--- src/rtl/bus_fabric.sv ---
// bus_fabric: 2-master / N-slave ibex data-bus interconnect, one transaction in flight.
// Optional response timeout enabled by defining BUS_FABRIC_TIMEOUT_EN.
module bus_fabric #(
  parameter int unsigned          N_SLV     = 5,
  parameter logic [32*N_SLV-1:0]  SLV_BASE  = {N_SLV{32'h0}},
  parameter logic [32*N_SLV-1:0]  SLV_MASK  = {N_SLV{32'h0}},
  parameter bit                   ARB_RR    = 1'b1,
  parameter int unsigned          TIMEOUT   = 255,
  parameter logic [31:0]          ERR_RDATA = 32'hBADADD00
) (
  input  logic                 clk,
  input  logic                 rst_n,
  input  logic [1:0]           mst_req,
  input  logic [1:0]           mst_we,
  input  logic [7:0]           mst_be,
  input  logic [63:0]          mst_addr,
  input  logic [63:0]          mst_wdata,
  output logic [1:0]           mst_gnt,
  output logic [1:0]           mst_rvalid,
  output logic [31:0]          mst_rdata,
  output logic                 mst_err,
  output logic [N_SLV-1:0]     slv_req,
  output logic                 slv_we,
  output logic [3:0]           slv_be,
  output logic [31:0]          slv_addr,
  output logic [31:0]          slv_wdata,
  input  logic [N_SLV-1:0]     slv_gnt,
  input  logic [N_SLV-1:0]     slv_rvalid,
  input  logic [32*N_SLV-1:0]  slv_rdata,
  input  logic [N_SLV-1:0]     slv_err,
  output logic                 bus_err,
  output logic [31:0]          err_addr
);

  localparam int unsigned SW = (N_SLV > 1) ? $clog2(N_SLV) : 1;

  typedef enum logic [1:0] {
    IDLE,
    WAIT_RESP,
    ERR_RESP
  } state_e;

  state_e        state_q, state_d;
  logic          own_q, own_d;
  logic [SW-1:0] sel_q, sel_d;
  logic          rr_q, rr_d;
  logic          lock_vld_q, lock_vld_d;
  logic          lock_mst_q, lock_mst_d;
  logic [31:0]   err_addr_q, err_addr_d;
`ifdef BUS_FABRIC_TIMEOUT_EN
  logic [15:0]   cnt_q, cnt_d;
  logic [31:0]   taddr_q, taddr_d;
`endif

  logic          win;
  logic          win_req;
  logic          win_we;
  logic [3:0]    win_be;
  logic [31:0]   win_addr;
  logic [31:0]   win_wdata;
  logic          hit_any;
  logic [SW-1:0] hit_idx;

  // Pick the master for this address phase; a presented, ungranted one keeps the bus.
  always_comb begin
    win = 1'b0;
    if (lock_vld_q && mst_req[lock_mst_q]) begin
      win = lock_mst_q;
    end else if (mst_req == 2'b11) begin
      win = ARB_RR ? rr_q : 1'b0;
    end else begin
      win = mst_req[1];
    end
    win_req   = mst_req[win];
    win_we    = mst_we[win];
    win_be    = win ? mst_be[7:4]      : mst_be[3:0];
    win_addr  = win ? mst_addr[63:32]  : mst_addr[31:0];
    win_wdata = win ? mst_wdata[63:32] : mst_wdata[31:0];
  end

  // Address decode; scanning downwards leaves the lowest matching slave.
  always_comb begin
    hit_any = 1'b0;
    hit_idx = '0;
    for (int i = N_SLV - 1; i >= 0; i--) begin
      if ((win_addr & SLV_MASK[32*i +: 32]) == SLV_BASE[32*i +: 32]) begin
        hit_any = 1'b1;
        hit_idx = SW'(i);
      end
    end
  end

  // Next-state and routing of request/response paths.
  always_comb begin
    state_d    = state_q;
    own_d      = own_q;
    sel_d      = sel_q;
    rr_d       = rr_q;
    lock_vld_d = lock_vld_q;
    lock_mst_d = lock_mst_q;
    err_addr_d = err_addr_q;
`ifdef BUS_FABRIC_TIMEOUT_EN
    cnt_d      = cnt_q;
    taddr_d    = taddr_q;
`endif
    mst_gnt    = '0;
    mst_rvalid = '0;
    mst_rdata  = '0;
    mst_err    = 1'b0;
    slv_req    = '0;
    slv_we     = 1'b0;
    slv_be     = '0;
    slv_addr   = '0;
    slv_wdata  = '0;
    bus_err    = 1'b0;

    unique case (state_q)
      IDLE: begin
        if (win_req) begin
          slv_we    = win_we;
          slv_be    = win_be;
          slv_addr  = win_addr;
          slv_wdata = win_wdata;
          if (hit_any) begin
            slv_req[hit_idx] = 1'b1;
            mst_gnt[win]     = slv_gnt[hit_idx];
            if (slv_gnt[hit_idx]) begin
              state_d    = WAIT_RESP;
              own_d      = win;
              sel_d      = hit_idx;
              rr_d       = ~win;
              lock_vld_d = 1'b0;
`ifdef BUS_FABRIC_TIMEOUT_EN
              cnt_d      = '0;
              taddr_d    = win_addr;
`endif
            end else begin
              lock_vld_d = 1'b1;
              lock_mst_d = win;
            end
          end else begin
            mst_gnt[win] = 1'b1;
            err_addr_d   = win_addr;
            state_d      = ERR_RESP;
            own_d        = win;
            rr_d         = ~win;
            lock_vld_d   = 1'b0;
          end
        end else begin
          lock_vld_d = 1'b0;
        end
      end

      WAIT_RESP: begin
        if (slv_rvalid[sel_q]) begin
          mst_rvalid[own_q] = 1'b1;
          mst_rdata         = slv_rdata[32*sel_q +: 32];
          mst_err           = slv_err[sel_q];
          state_d           = IDLE;
        end
`ifdef BUS_FABRIC_TIMEOUT_EN
        else begin
          cnt_d = cnt_q + 16'd1;
          if (cnt_d == 16'(TIMEOUT)) begin
            mst_rvalid[own_q] = 1'b1;
            mst_err           = 1'b1;
            mst_rdata         = ERR_RDATA;
            bus_err           = 1'b1;
            err_addr_d        = taddr_q;
            state_d           = IDLE;
          end
        end
`endif
      end

      ERR_RESP: begin
        mst_rvalid[own_q] = 1'b1;
        mst_err           = 1'b1;
        mst_rdata         = ERR_RDATA;
        bus_err           = 1'b1;
        state_d           = IDLE;
      end

      default: begin
        state_d = IDLE;
      end
    endcase
  end

  // State, ownership, arbitration and error-address registers.
  always_ff @(posedge clk or negedge rst_n) begin
    if (!rst_n) begin
      state_q    <= IDLE;
      own_q      <= 1'b0;
      sel_q      <= '0;
      rr_q       <= 1'b0;
      lock_vld_q <= 1'b0;
      lock_mst_q <= 1'b0;
      err_addr_q <= '0;
`ifdef BUS_FABRIC_TIMEOUT_EN
      cnt_q      <= '0;
      taddr_q    <= '0;
`endif
    end else begin
      state_q    <= state_d;
      own_q      <= own_d;
      sel_q      <= sel_d;
      rr_q       <= rr_d;
      lock_vld_q <= lock_vld_d;
      lock_mst_q <= lock_mst_d;
      err_addr_q <= err_addr_d;
`ifdef BUS_FABRIC_TIMEOUT_EN
      cnt_q      <= cnt_d;
      taddr_q    <= taddr_d;
`endif
    end
  end

  assign err_addr = err_addr_q;

endmodule

--- config.mk ---
export PLATFORM = sky130hd
export DESIGN_NAME = bus_fabric
export DESIGN_NICKNAME = d
export VERILOG_FILES = /design/src/rtl/bus_fabric.sv
export SDC_FILE = /design/constraint.sdc
export NUM_CORES = 1
export LEC_CHECK = 0
export CORE_AREA = 2 2 178 180
export DETAILED_ROUTE_END_ITERATION = 8
export DIE_AREA = 0 0 180 182
export SLEW_MARGIN = 20
export SYNTH_ARGS = -nofsm -noshare
export SYNTH_HDL_FRONTEND = slang
export SYNTH_SLANG_ARGS = --single-unit
--- constraint.sdc ---
create_clock -name clk -period 2.15 [get_ports clk]
set_clock_uncertainty 0.2 [all_clocks]
set_input_delay 0.215 -clock clk [delete_from_list [all_inputs] [get_ports clk]]
set_output_delay 0.215 -clock clk [all_outputs]
set_load 0.1 [all_outputs]
==> impl_results.md <==
* Status: complete, but fails checks
* Failing checks: negative setup slack
* Synth warn at 0
* Max incr delay on CP at 0.43 ns
* Final Max Slew Viols at 0
* Crit path time final at 2.16 ns
* Total congestion overflow at 0
* Worst path required time at 1.74 ns
* Syn Area/Cell at 5.72 um2
* Top-level I/O count at 461
* Buffers on Ports at 283
* Remaining antenna violation count at 0
* Detailed Route Iter0 Violations at 104
* Leak pwr at 3.05 nW
* Fmax at 0.462 GHz
* CTS tree: built
* Final wirelength at 16000 um
* # rows at 65
* TritonRoute pass-1 iters at 4
* Final WS setup at -0.0134 ns
* GP Congestion at 0.732
* Starting Density at 9.32%
* R2r worst-path depth at 4
* Initial antenna violation count at 1
* Non-Filler Instances at 1156
* Dpl hpwl at 12300 um
* Crit path cell chain: mux2_4 > buf_12 > a21oi_1 > o21a_2 > buf_12
* Min-Delay Path Class: in2async
* First-pass GRT wire length at 23000 um
* Design area at 0.00744 mm2
* Die width at 180 um
* WS Path Type: reg2out
* PD cells at 723 mW/mm2
* Worst setup SP type: flop
* Hold buffers post-CTS at 0
* FF-to-FF End: lock_mst_q
* Fin nets at 1072
* CP delay by family, top: flip-flops
* Clk sink count at 5
* Area occupied by multi-input gates at 0.00243 mm2
* RSZ-0062 raised after global routing: true
* Post-DR vias/cell at 3.76
* Mapped Area at 0.00289 mm2
* Share of cells above drive strength 1 at 32.0%
* CP dominant cell by count: buf_12
* DRC Markers at 0
* Slowest-stage cell, CP: dfrtp_2
* Cts bufs inserted at 3
* Seq/Total Area, Yosys at 4.33%
* Core box area at 0.0310 mm2
* Die ar. at 0.0328 mm2
* Dpl cell area at 0.00712 mm2
* Max Buffers Root-to-Sink at 2
* Max VDD drop at 373 uV
* Clock slew at reported path FFs at 0.03 ns
* CP arrival at 1.75 ns
* Die Ht at 182 um
* Flop-to-flop setup slack at 0.59 ns
* MaxCap Viol Count at 0
* H-tree Lvls at 1
* Setup_tns at -0.0907 ns
* Cell count after synthesis at 505
* Mean routed wirelength per cell at 13.9 um
* Final setup fails at 16
* P&R area growth vs syn at 158%
* CTS root buf: clkbuf_16
* Synthesized flop and latch total at 5
* Fill cells at 3397
* Ant diodes at 0
* Tcrit/Tclk final at 101%
* Total Routing Usage GR at 8.69%
* Endpoint class of the critical path: output port
* Buf/Inv on CP at 2
* Cell count after placement at 1147
* Sequential Area at 126 um2
* Vias in the first global route at 3980
* Hold Vio Cnt, Final at 0
* Vias at 4349
* CP Max Fanout at 20
* Worst-Skew Late Latency at 0.23 ns
* Largest net degree at the start of global routing at 61
* RR Startpoint: lock_vld_q
* Yosys cell types at 21
[power by group]
group | internal (mW) | switching (mW) | leakage [nW]
logic | 1.80 | 3.13 | 2.95
clock network | 0.246 | 0.0614 | 0.0382
registers | 0.118 | 0.0326 | 0.0579
total | 2.16 | 3.22 | 3.05
[timing repair]
action,CTS,global route
gates cloned,0,3
resized for setup,9,31
endpoints found under the setup margin,63,70
pin swaps,0,1
buffers inserted,1,1
[placed cells by master, fill, tap and decap left out]
cell type,instances
a21boi_4,1
a31oi_1,1
a21oi_2,28
dfrtp_1,4
nand2_1,141
clkdlybuf4s50_1,174
and3_4,1
a21oi_1,115
dfrtp_2,1
o21ai_0,2
buf_6,1
buf_12,121
buf_8,1
conb_1,37
and3_1,34
o31ai_1,1
buf_4,7
mux2_4,1
o21a_2,69
and2_4,1
clkbuf_16,5
nor2_1,2
nor2b_1,1
inv_2,1
nor2_2,2
mux2i_4,1
clkbuf_1,1
[synthesized netlist by cell type]
library cell	count	area share, %
o21ai_0	2	0.35
a31oi_1	1	0.22
a21boi_4	1	0.65
and2_1	1	0.22
mux2i_4	1	0.78
and3_1	35	7.6
buf_6	9	3.5
mux2_4	1	0.52
nor2_1	4	0.52
clkbuf_1	27	3.5
inv_2	1	0.13
nor2b_1	1	0.22
a21oi_1	143	25
conb_1	1	0.13
buf_4	38	9.9
clkbuf_8	7	3.3
buf_2	16	2.8
dfrtp_1	5	4.3
nand2_1	141	18
o21a_1	69	18
o31ai_1	1	0.26
[sequential cells by signal, summed over array words and instances (netlist names)]
signal	count
rr_q	1
own_q	1
state_q	1
lock_mst_q	1
lock_vld_q	1
[stage by stage]
stage | hold slack (ns) | power, mW | utilization [%] | setup slack [ns]
floorplan | -0.281 | 3.26 | - | 0.0738
global placement | 0.250 | 4.81 | 23.0 | 0.0672
detailed placement | 0.260 | 4.82 | 23.0 | 0.0705
CTS | 0.0180 | 5.18 | 23.4 | -0.0385
global route | 0.0249 | 5.58 | 24.0 | -0.0850
finish | 0.0103 | 5.38 | 24.0 | -0.0134
[routing by layer]
layer  share of wire (%)  wire length [um]  up-vias  GRT usage (%)
li1                    -                 -     2144              -
met1                  42              6750     2025           10.7
met2                  50              8070      167           15.4
met3                 6.6              1070       11           2.23
met4                0.84               134        2           1.43
met5               0.081                13        -              0
[cells by family after synthesis]
logic type             Yosys count  synth area share (%)
buffers and inverters           98                  23.1
AND/OR/NAND/NOR                182                  26.9
AO/OA/AOI/OAI                  217                  44.2
multiplexers                     2                  1.30
other                            1                 0.130
flip-flops                       5                  4.33
[area by class of cell]
class                   count  share of cell area [%]
repair buffers            306                    57.7
multi-input cells         438                    32.7
flip-flops and latches      5                    1.70
inverters                   1                  0.0505
clock buffers               4                    1.06
well taps                 402                    6.76
[how the worst max path moves through the flow]
stage / from / to / slack, ns / cells after the start
floorplan: lock_vld_q / mst_gnt[1] / 0.07 / 4
global placement: lock_vld_q / slv_be[0] / 0.07 / 5
detailed placement: lock_vld_q / slv_be[0] / 0.07 / 5
CTS: lock_vld_q / slv_addr[20] / -0.04 / 5
global route: lock_vld_q / slv_wdata[14] / -0.08 / 5
finish: lock_vld_q / slv_be[1] / -0.01 / 5
No activity file was read; power rests on OpenSTA's default activity.
